$ cat src/rtl/flow_merge_pkg.sv
// Shared types and widths for the tagged flow merger.
package flow_merge_pkg;

    localparam int unsigned DATA_W = 8;
    localparam int unsigned FLUX   = 4;
    localparam int unsigned TAG_W  = $clog2(FLUX);
    localparam int unsigned CNT_W  = 13;

    typedef enum logic [0:0] {
        StIdle,
        StActive
    } flow_state_e;

    typedef struct packed {
        logic [TAG_W-1:0]  tag;
        logic [DATA_W-1:0] data;
    } tagged_word_t;

endpackage

$ cat src/rtl/rr_arbiter.sv
// Combinational round-robin arbiter: the first requester at or after ptr_i wins.
module rr_arbiter #(
    parameter int unsigned N    = 4,
    parameter int unsigned IdxW = $clog2(N)
) (
    input  logic [N-1:0]    req_i,
    input  logic [IdxW-1:0] ptr_i,
    output logic [N-1:0]    gnt_o,
    output logic [IdxW-1:0] gnt_idx_o,
    output logic            valid_o
);

    always_comb begin
        int unsigned k;
        k         = 0;
        gnt_o     = '0;
        gnt_idx_o = '0;
        valid_o   = 1'b0;
        for (int unsigned i = 0; i < N; i++) begin
            k = (int'(ptr_i) + i) % N;
            if (!valid_o && req_i[k]) begin
                valid_o   = 1'b1;
                gnt_o[k]  = 1'b1;
                gnt_idx_o = IdxW'(k);
            end
        end
    end

endmodule

$ cat src/rtl/tagged_flow_merger.sv
// Merges per-flow show-ahead FIFOs into one tagged write stream with per-flow
// frame length tracking and frame completion pulses.
module tagged_flow_merger
    import flow_merge_pkg::*;
(
    input  logic                      clk_i,
    input  logic                      rst_i,
    input  logic [FLUX*DATA_W-1:0]    src_data_i,
    input  logic [FLUX-1:0]           src_empty_i,
    output logic [FLUX-1:0]           src_read_o,
    input  logic [TAG_W+CNT_W-1:0]    cfg_din_i,
    input  logic                      cfg_write_i,
    output logic [TAG_W+DATA_W-1:0]   out_din_o,
    output logic                      out_write_o,
    input  logic [FLUX-1:0]           out_full_i,
    output logic [FLUX-1:0]           frame_done_o,
    output logic [FLUX-1:0]           busy_o,
    output logic [FLUX-1:0]           cfg_err_o
);

    flow_state_e        state_q [FLUX];
    flow_state_e        state_d [FLUX];
    logic [CNT_W-1:0]   rem_q   [FLUX];
    logic [CNT_W-1:0]   rem_d   [FLUX];
    logic [TAG_W-1:0]   ptr_q, ptr_d;
    tagged_word_t       out_q, out_d;
    logic               out_write_q;
    logic [FLUX-1:0]    done_q, done_d;
    logic [FLUX-1:0]    cfg_err_q, cfg_err_d;
    logic [FLUX-1:0]    eligible, gnt;
    logic [TAG_W-1:0]   gnt_idx;
    logic               gnt_valid;
    logic [TAG_W-1:0]   cfg_tag;
    logic [CNT_W-1:0]   cfg_len;

    assign cfg_tag = cfg_din_i[TAG_W+CNT_W-1 -: TAG_W];
    assign cfg_len = cfg_din_i[CNT_W-1:0];

    // Gating with reset keeps src_read low while rst is asserted.
    always_comb begin
        for (int f = 0; f < FLUX; f++) begin
            eligible[f] = !rst_i && (state_q[f] == StActive) && !src_empty_i[f]
                          && !out_full_i[f];
        end
    end

    rr_arbiter #(
        .N    (FLUX),
        .IdxW (TAG_W)
    ) u_arb (
        .req_i     (eligible),
        .ptr_i     (ptr_q),
        .gnt_o     (gnt),
        .gnt_idx_o (gnt_idx),
        .valid_o   (gnt_valid)
    );

    assign src_read_o = gnt;

    always_comb begin
        logic completing;
        completing = 1'b0;
        done_d     = '0;
        cfg_err_d  = cfg_err_q;
        out_d      = out_q;
        ptr_d      = ptr_q;
        for (int f = 0; f < FLUX; f++) begin
            state_d[f] = state_q[f];
            rem_d[f]   = rem_q[f];
            completing = gnt[f] && (rem_q[f] == CNT_W'(1));
            if (gnt[f]) begin
                rem_d[f]   = rem_q[f] - CNT_W'(1);
                out_d.tag  = TAG_W'(f);
                out_d.data = src_data_i[f*DATA_W +: DATA_W];
                if (completing) begin
                    state_d[f] = StIdle;
                    done_d[f]  = 1'b1;
                end
            end
            // A config landing on the completing cycle chains the next frame directly.
            if (cfg_write_i && (cfg_tag == TAG_W'(f))) begin
                if ((cfg_len != '0) && ((state_q[f] == StIdle) || completing)) begin
                    state_d[f] = StActive;
                    rem_d[f]   = cfg_len;
                end else begin
                    cfg_err_d[f] = 1'b1;
                end
            end
        end
        if (gnt_valid) begin
            ptr_d = (gnt_idx == TAG_W'(FLUX - 1)) ? '0 : gnt_idx + TAG_W'(1);
        end
    end

    always_ff @(posedge clk_i) begin
        if (rst_i) begin
            for (int f = 0; f < FLUX; f++) begin
                state_q[f] <= StIdle;
                rem_q[f]   <= '0;
            end
            ptr_q       <= '0;
            out_q       <= '0;
            out_write_q <= 1'b0;
            done_q      <= '0;
            cfg_err_q   <= '0;
        end else begin
            for (int f = 0; f < FLUX; f++) begin
                state_q[f] <= state_d[f];
                rem_q[f]   <= rem_d[f];
            end
            ptr_q       <= ptr_d;
            out_q       <= out_d;
            out_write_q <= gnt_valid;
            done_q      <= done_d;
            cfg_err_q   <= cfg_err_d;
        end
    end

    always_comb begin
        for (int f = 0; f < FLUX; f++) begin
            busy_o[f] = (state_q[f] == StActive);
        end
    end

    assign out_din_o    = out_q;
    assign out_write_o  = out_write_q;
    assign frame_done_o = done_q;
    assign cfg_err_o    = cfg_err_q;

endmodule

$ cat config.mk
export PLATFORM = sky130hd
export DESIGN_NAME = tagged_flow_merger
export DESIGN_NICKNAME = d
export VERILOG_FILES = /design/src/rtl/flow_merge_pkg.sv /design/src/rtl/rr_arbiter.sv /design/src/rtl/tagged_flow_merger.sv
export SDC_FILE = /design/constraint.sdc
export NUM_CORES = 1
export LEC_CHECK = 0
export CELL_PAD_IN_SITES_DETAIL_PLACEMENT = 0
export CELL_PAD_IN_SITES_GLOBAL_PLACEMENT = 1
export CORE_MARGIN = 4
export CORE_UTILIZATION = 30
export DETAILED_ROUTE_END_ITERATION = 8
export PLACE_DENSITY_LB_ADDON = 0.1
export REMOVE_ABC_BUFFERS = 1
export SLEW_MARGIN = 30
export SYNTH_ARGS = -nofsm -noshare
export SYNTH_HDL_FRONTEND = slang
export SYNTH_SLANG_ARGS = --single-unit
$ cat constraint.sdc
create_clock -name clk_i -period 11.5 [get_ports clk_i]
set_input_delay 3.45 -clock clk_i [delete_from_list [all_inputs] [get_ports clk_i]]
set_output_delay 3.45 -clock clk_i [all_outputs]
set_load 0.01 [all_outputs]
# Word level (Yosys, flattened, before mapping)
# Memory sizes are Yosys's and may differ from the RTL's.
# Index checks and enable logic that the tools add are counted.
# Widths: inputs -> output; s select.
op_classes:
  addsub: 8
  n_eq_ne: 8
  reduce_logical: 58
  magnitude_cmp: 8
  mux: 76
  bitwise: 23
op_table:
  columns: ["cell", "count"]
  rows:
  - ["$mux 13", 16]
  - ["$eq 13x1->1 const B", 4]
  - ["$sub 13x1->13 const B", 4]
  - ["$mux 10", 4]
  - ["$mux 1", 39]
  - ["$logic_and 1x1->1", 31]
  - ["$mux 4", 4]
  - ["$reduce_bool 13->1", 1]
  - ["$logic_not 1->1", 12]
  - ["$lt 2x3->1 const B", 4]
  - ["$not 1->1", 12]
  - ["$or 4x4->4", 3]
  - ["$mux 2", 5]
  - ["$bmux 1 s2", 4]
  - ["$demux 1 s2", 4]
  - ["$ge 2x1->1 const B", 4]
  - ["$or 1x1->1", 8]
  - ["$reduce_and 2->1", 4]
  - ["$reduce_or 2->1", 4]
  - ["$eq 2x2->1 const B", 3]
  - ["$add 2x1->2 const B", 2]
  - ["$add 2x2->2 const B", 2]
  - ["$logic_or 1x1->1", 4]
  - ["$reduce_bool 4->1", 1]
  - ["other kinds (2)", 2]
word_totals:
  in_bits: 58
  n_memories: 2
  wordCells: 195
  ram_bits: 56
  register_bits: 21
memory_table:
  columns: ["memory", "words", "width", "read_ports", "rd_clocked_by_memory_dff", "wr", "line", "rtl"]
  rows:
  - ["rem_q", 4, 13, 4, 0, 4, "tagged_flow_merger.sv:23", "logic [CNT_W-1:0] rem_q [FLUX];"]
  - ["state_q", 4, 1, 4, 0, 4, "tagged_flow_merger.sv:21", "flow_state_e state_q [FLUX];"]

# Depth between registers and ports, before layout
depth:
  word_depth: 22
  ltp_mapped: 13

# Modules after synthesis
# Synthesis repeated with hierarchy kept, for this count alone.
hier_totals:
  hier_cells: 533
  hier_area_um2: 4616.9
modules_own_cells:
  columns: ["mod", "area_per_inst_um2", "seq_area_each_um2", "instances", "cells_each"]
  rows:
  - ["tagged_flow_merger", 4195.3, 1541.5, 1, 488]
  - ["rr_arbiter", 421.7, 0.0, 1, 45]

# Worst setup path after synthesis
# OpenSTA, ideal clock, no wires.
synth_path:
  kind: "in2out"
  startpoint: "input rst_i"
  endpoint: "output src_read_o[0]"
  stages: 9
  arrival_ps: 5557
  required_time_ps: 8050
  path_slack_ps: 2493
  path_cell_list: "buf_6 -> or4b_1 -> clkbuf_2 -> mux4_2 -> and3_1 -> o22ai_1 -> and2_1 -> buf_6 -> inv_1"
synth_via:
  elab_chain_len: 16
  word_cells_on_any_way: 37
  cone_classes: "15 x mux; 3 x bitwise; 19 x reduce/logical"
synth_lines:
  columns: ["element", "line", "rtl"]
  rows:
  - ["start, declared", "tagged_flow_merger.sv:7", "input logic rst_i,"]
  - ["$logic_not 1->1 *", "tagged_flow_merger.sv:42", "eligible[f] = !rst_i && (state_q[f] == StActive) && !src_empty_i[f]"]
  - ["$logic_and 1x1->1 (2 in a row)", "tagged_flow_merger.sv:42", null]
  - ["$logic_and 1x1->1", "tagged_flow_merger.sv:43", "&& !out_full_i[f];"]
  - ["$bmux 1 s2", "rr_arbiter.sv:21", "if (!valid_o && req_i[k]) begin"]
  - ["$mux 1 (implied by the code)", "rr_arbiter.sv:21", null]
  - ["$mux 1", "rr_arbiter.sv:21", null]
  - ["$logic_not 1->1", "rr_arbiter.sv:21", null]
  - ["$logic_and 1x1->1", "rr_arbiter.sv:21", null]
  - ["$mux 1", "rr_arbiter.sv:21", null]
  - ["$logic_not 1->1", "rr_arbiter.sv:21", null]
  - ["$logic_and 1x1->1", "rr_arbiter.sv:21", null]
  - ["$mux 1", "rr_arbiter.sv:21", null]
  - ["$logic_not 1->1", "rr_arbiter.sv:21", null]
  - ["$logic_and 1x1->1", "rr_arbiter.sv:21", null]
  - ["$mux 4 *", "rr_arbiter.sv:21", null]
  - ["end, declared", "tagged_flow_merger.sv:10", "output logic [FLUX-1:0] src_read_o,"]
# Every way passes the cells marked *; elsewhere a longest branch is shown, timed or not. The select of a mux whose other input is x is not followed.

# Worst setup path in the final report
layout_path:
  startpoint: "input src_empty_i[0]"
  endpoint: "output src_read_o[0]"
layout_via:
  elab_chain_len: 15
  word_cells_on_any_way: 27
  cone_classes: "15 x mux; 3 x bitwise; 9 x reduce/logical"
layout_lines:
  columns: ["element", "line", "rtl"]
  rows:
  - ["start, declared", "tagged_flow_merger.sv:9", "input logic [FLUX-1:0] src_empty_i,"]
  - ["$logic_not 1->1 *", "tagged_flow_merger.sv:42", null]
  - ["$logic_and 1x1->1 *", "tagged_flow_merger.sv:42", null]
  - ["$logic_and 1x1->1 *", "tagged_flow_merger.sv:43", null]
  - ["$bmux 1 s2", "rr_arbiter.sv:21", null]
  - ["$mux 1 (implied by the code)", "rr_arbiter.sv:21", null]
  - ["$mux 1", "rr_arbiter.sv:21", null]
  - ["$logic_not 1->1", "rr_arbiter.sv:21", null]
  - ["$logic_and 1x1->1", "rr_arbiter.sv:21", null]
  - ["$mux 1", "rr_arbiter.sv:21", null]
  - ["$logic_not 1->1", "rr_arbiter.sv:21", null]
  - ["$logic_and 1x1->1", "rr_arbiter.sv:21", null]
  - ["$mux 1", "rr_arbiter.sv:21", null]
  - ["$logic_not 1->1", "rr_arbiter.sv:21", null]
  - ["$logic_and 1x1->1", "rr_arbiter.sv:21", null]
  - ["$mux 4 *", "rr_arbiter.sv:21", null]
# Marked as above.

==> flow_summary_export.csv <==
group,metric,value,unit
cells_and_area,fin_nets,701,
clock_tree,htreeDepth,3,
global_routing,grt_start_max_net_pins,46,
synth,yosysMostFrequentCell,"dfxtp_1",
pwr,ir_drop,0.0729,mV
clock_tree,hold_buffers,0,
clock_tree,postCtsSetupBuffers,0,
timing,finalCritPeriodShare,0.896,
clock_tree,cts.sinks,77,
synth,ys_seq_elements,77,
cells_and_area,syn2layout_area_growth,26.0,%
worst_hold_path,holdCritPathClass,"reg -> reg",
detailed_routing,vias,4375,
setup_path,cpMostUsedCell,"clkdlybuf4s50_1",
floorplanning,die_area,18000,um2
setup_path,required,8.05,ns
setup_path,ff2ff_setup_slack,6.99,ns
clock_tree,ctsLongestPathBuffers,2,
placed_design,dpl.hpwl,11.5,mm
pwr,clockPowerShare,0.307,
pwr,p_comb_frac,0.316,
clock_tree,clk_pin_slew_worst_paths,0.06,ns
clock_tree,cts_resized,0,
clock_tree,cts_tree,"built",
timing,finalHoldViolations,0,
setup_path,slowest_delay,0.69,ns
synth,synthFlopType,"dfxtp_1",
detailed_routing,wl_per_cell,18.5,um
setup_path,critical_path.top_delay_family,"simple AND/OR/NAND/NOR gates",
setup_path,endpoint_kind,"output port",
global_routing,grt_pass1_wl,24.9,mm
detailed_routing,antenna_left,0,
synth,yosysTopAreaCell,"dfxtp_1",
global_routing,grt_pass1_vias,4340,
placed_design,place_congestion,0.857,
global_routing,grt_usage,0.177,
cells_and_area,num_antenna_cells,0,
timing,finClkSkew,0.0105,ns
timing,max_slew_margin,0.457,
setup_path,rr_worst_depth,8,
pwr,leakagePower,0.00209,uW
timing,rsz0062_at_grt,"false",
floorplanning,ios,85,
floorplanning,num_rows,45,
placed_design,dp_slack,1.20,ns
setup_path,slowest_stage,"or4b_1",
worst_hold_path,whs_path_depth,2,
timing,min_period,10.31,ns
floorplanning,fp.dieH,134,um
clock_tree,clk_latency,0.34,ns
synth,synth_top_area_share,0.323,
synth,synth.area.top_cells,"dfxtp_1, a211oi_1, nor2_1, xnor2_1, xor2_1",
timing,maxSlewViolCount,0,
setup_path,reg2reg_from,"ptr_q[0]$_SDFFE_PP0P_",
timing,fin_setup_tns,0,ns
outcome,outcome,"complete, no violations",
floorplanning,initial_utilization,0.311,
floorplanning,core-area,15400,um2
worst_hold_path,hp-start,"cfg_err_o[2]$_SDFFE_PP0P_",
detailed_routing,drc,0,
global_routing,overflow,0,
detailed_routing,wirelength,15.6,mm
setup_path,crit_type,"in -> out",
pwr,p_sw_frac,0.343,
clock_tree,cts_root_buf,"clkbuf_16",
synth,ys_seq_area_frac,0.323,
synth,yosysWarningCount,0,
global_routing,grt_antenna_before_repair,0,
synth,async_flop_share,0,
setup_path,crit_chain,"clkdlybuf4s50_1 > or4b_1 > mux4_2 > and3_1 > o22ai_1 > and2_1 > inv_1 > clkdlybuf4s50_1",
timing,timing.fmax,0.0970,GHz
detailed_routing,vias_per_cell,5.18,
pwr,power.share.sequential,0.377,
timing,setup_violations,0,
pwr,internal-power,579,uW
synth,synthCells,563,
timing,setup_ws,1.19,ns
setup_path,cp.buffers_inverters,3,
detailed_routing,drt-pass1-iter-count,4,
setup_path,crit_fanout,11,
cells_and_area,drive_above_1_share,0.0852,
synth,yosysUniqueCellTypes,66,
run,drv_cap,0,
pwr,powerDensity,147,nW/um2
timing,worst_pin_slew,0.812,ns
synth,synth_enable_flop_cells,0,
synth,netlist_area,4770,um2
placed_design,portBuffers,84,
setup_path,cp.arrival,6.86,ns
detailed_routing,drtIter0Drc,259,
worst_hold_path,min_to,"cfg_err_o[2]$_SDFFE_PP0P_",
synth,synthTopCellsByCount,"dfxtp_1, nor2_1, a211oi_1, a21oi_1, nand2_1",
synth,syn_avg_cell_area,8.48,um2
setup_path,reg2reg_to,"out_din_o[5]$_SDFFE_PP0P_",
setup_path,start_kind,"input port",
floorplanning,die_w,134,um
pwr,switchingPower,303,uW
clock_tree,cts_made_buffers,9,
## metal layers
metal	GRT usage	up-vias	wire length [um]
li1	-	2198	-
met1	0.247	2068	7480
met2	0.280	88	7230
met3	0.0345	21	621
met4	0.0515	0	310
met5	0	-	0
## layout by cell type, fill, tap and decap left out, drive strengths merged, types with 20 or more instances in the layout
cell type and n:
clkdlybuf4s50 83, nand2 32, nor2 76, nand3 28
inv 20, a21oi 31, xnor2 23, dfxtp 77
a211oi 42, xor2 22
## worst register-to-register path: stages (launching register included)
cell,delay [ns]
dfxtp_1,0.72
clkinv_1,0.45
ha_1,0.63
mux4_2,0.61
a21o_1,0.23
o22ai_2,0.37
nand4_1,0.70
a31o_2,0.47
a211oi_1,0.23
## per-stage QoR
step                      hold WS (ns)  instances  power (uW)   util  instance area [um2]
after CTS                        0.480        845         895  0.391                 6010
after global routing             0.506        845         936  0.391                 6010
after detailed placement         0.462        829         616  0.373                 5730
final                            0.469        845         882  0.391                 6010
after floorplan                  0.440        531         507      -                 4600
after global placement           0.457        829         618  0.372                 5720
## power groups by stage
stage | clock network, uW | logic [uW] | registers, uW
after CTS | 282 | 281 | 332
final | 270 | 279 | 332
after floorplan | 0 | 173 | 334
after global placement | 0 | 280 | 338
after detailed placement | 0 | 278 | 338
after global routing | 290 | 308 | 337
## cell families (layout without fill, tap and decap cells)
logic type | after synthesis | in the layout | synth area share
adder cells (fa/ha/maj) | 14 | 14 | 0.0367
multiplexers | 11 | 11 | 0.0388
XOR/XNOR | 45 | 45 | 0.0826
flip-flops | 77 | 77 | 0.323
buffers and inverters | 53 | 124 | 0.0540
AO/OA/AOI/OAI | 147 | 147 | 0.216
AND/OR/NAND/NOR | 216 | 216 | 0.249
## flip-flops by register name, indices dropped and copies added (netlist names)
register	cells
rem_q	52
out_din_o	10
cfg_err_o	4
frame_done_o	4
state_q	4
ptr_q	2
out_write_o	1
## how the worst max path moves through the flow
stage | from | end | cells past startpoint
after detailed placement | src_empty_i[0] | src_read_o[0] | 8
after global placement | src_empty_i[0] | src_read_o[0] | 8
final | src_empty_i[0] | src_read_o[0] | 8
after global routing | src_empty_i[0] | src_read_o[0] | 8
after CTS | src_empty_i[0] | src_read_o[0] | 8
after floorplan | rst_i | src_read_o[0] | 6
## final cells by class
| cell class | instances | area [um2] |
|---|---|---|
| Clock inverter | 6 | 38.8 |
| Sequential cell | 77 | 1540 |
| Inverter | 21 | 83.8 |
| Multi-Input combinational cell | 433 | 2990 |
| Timing Repair Buffer | 87 | 858 |
| Fill cell | 1568 | 9360 |
| Tap cell | 211 | 264 |
| Clock buffer | 10 | 239 |
Power figures use the tool's default switching activity.
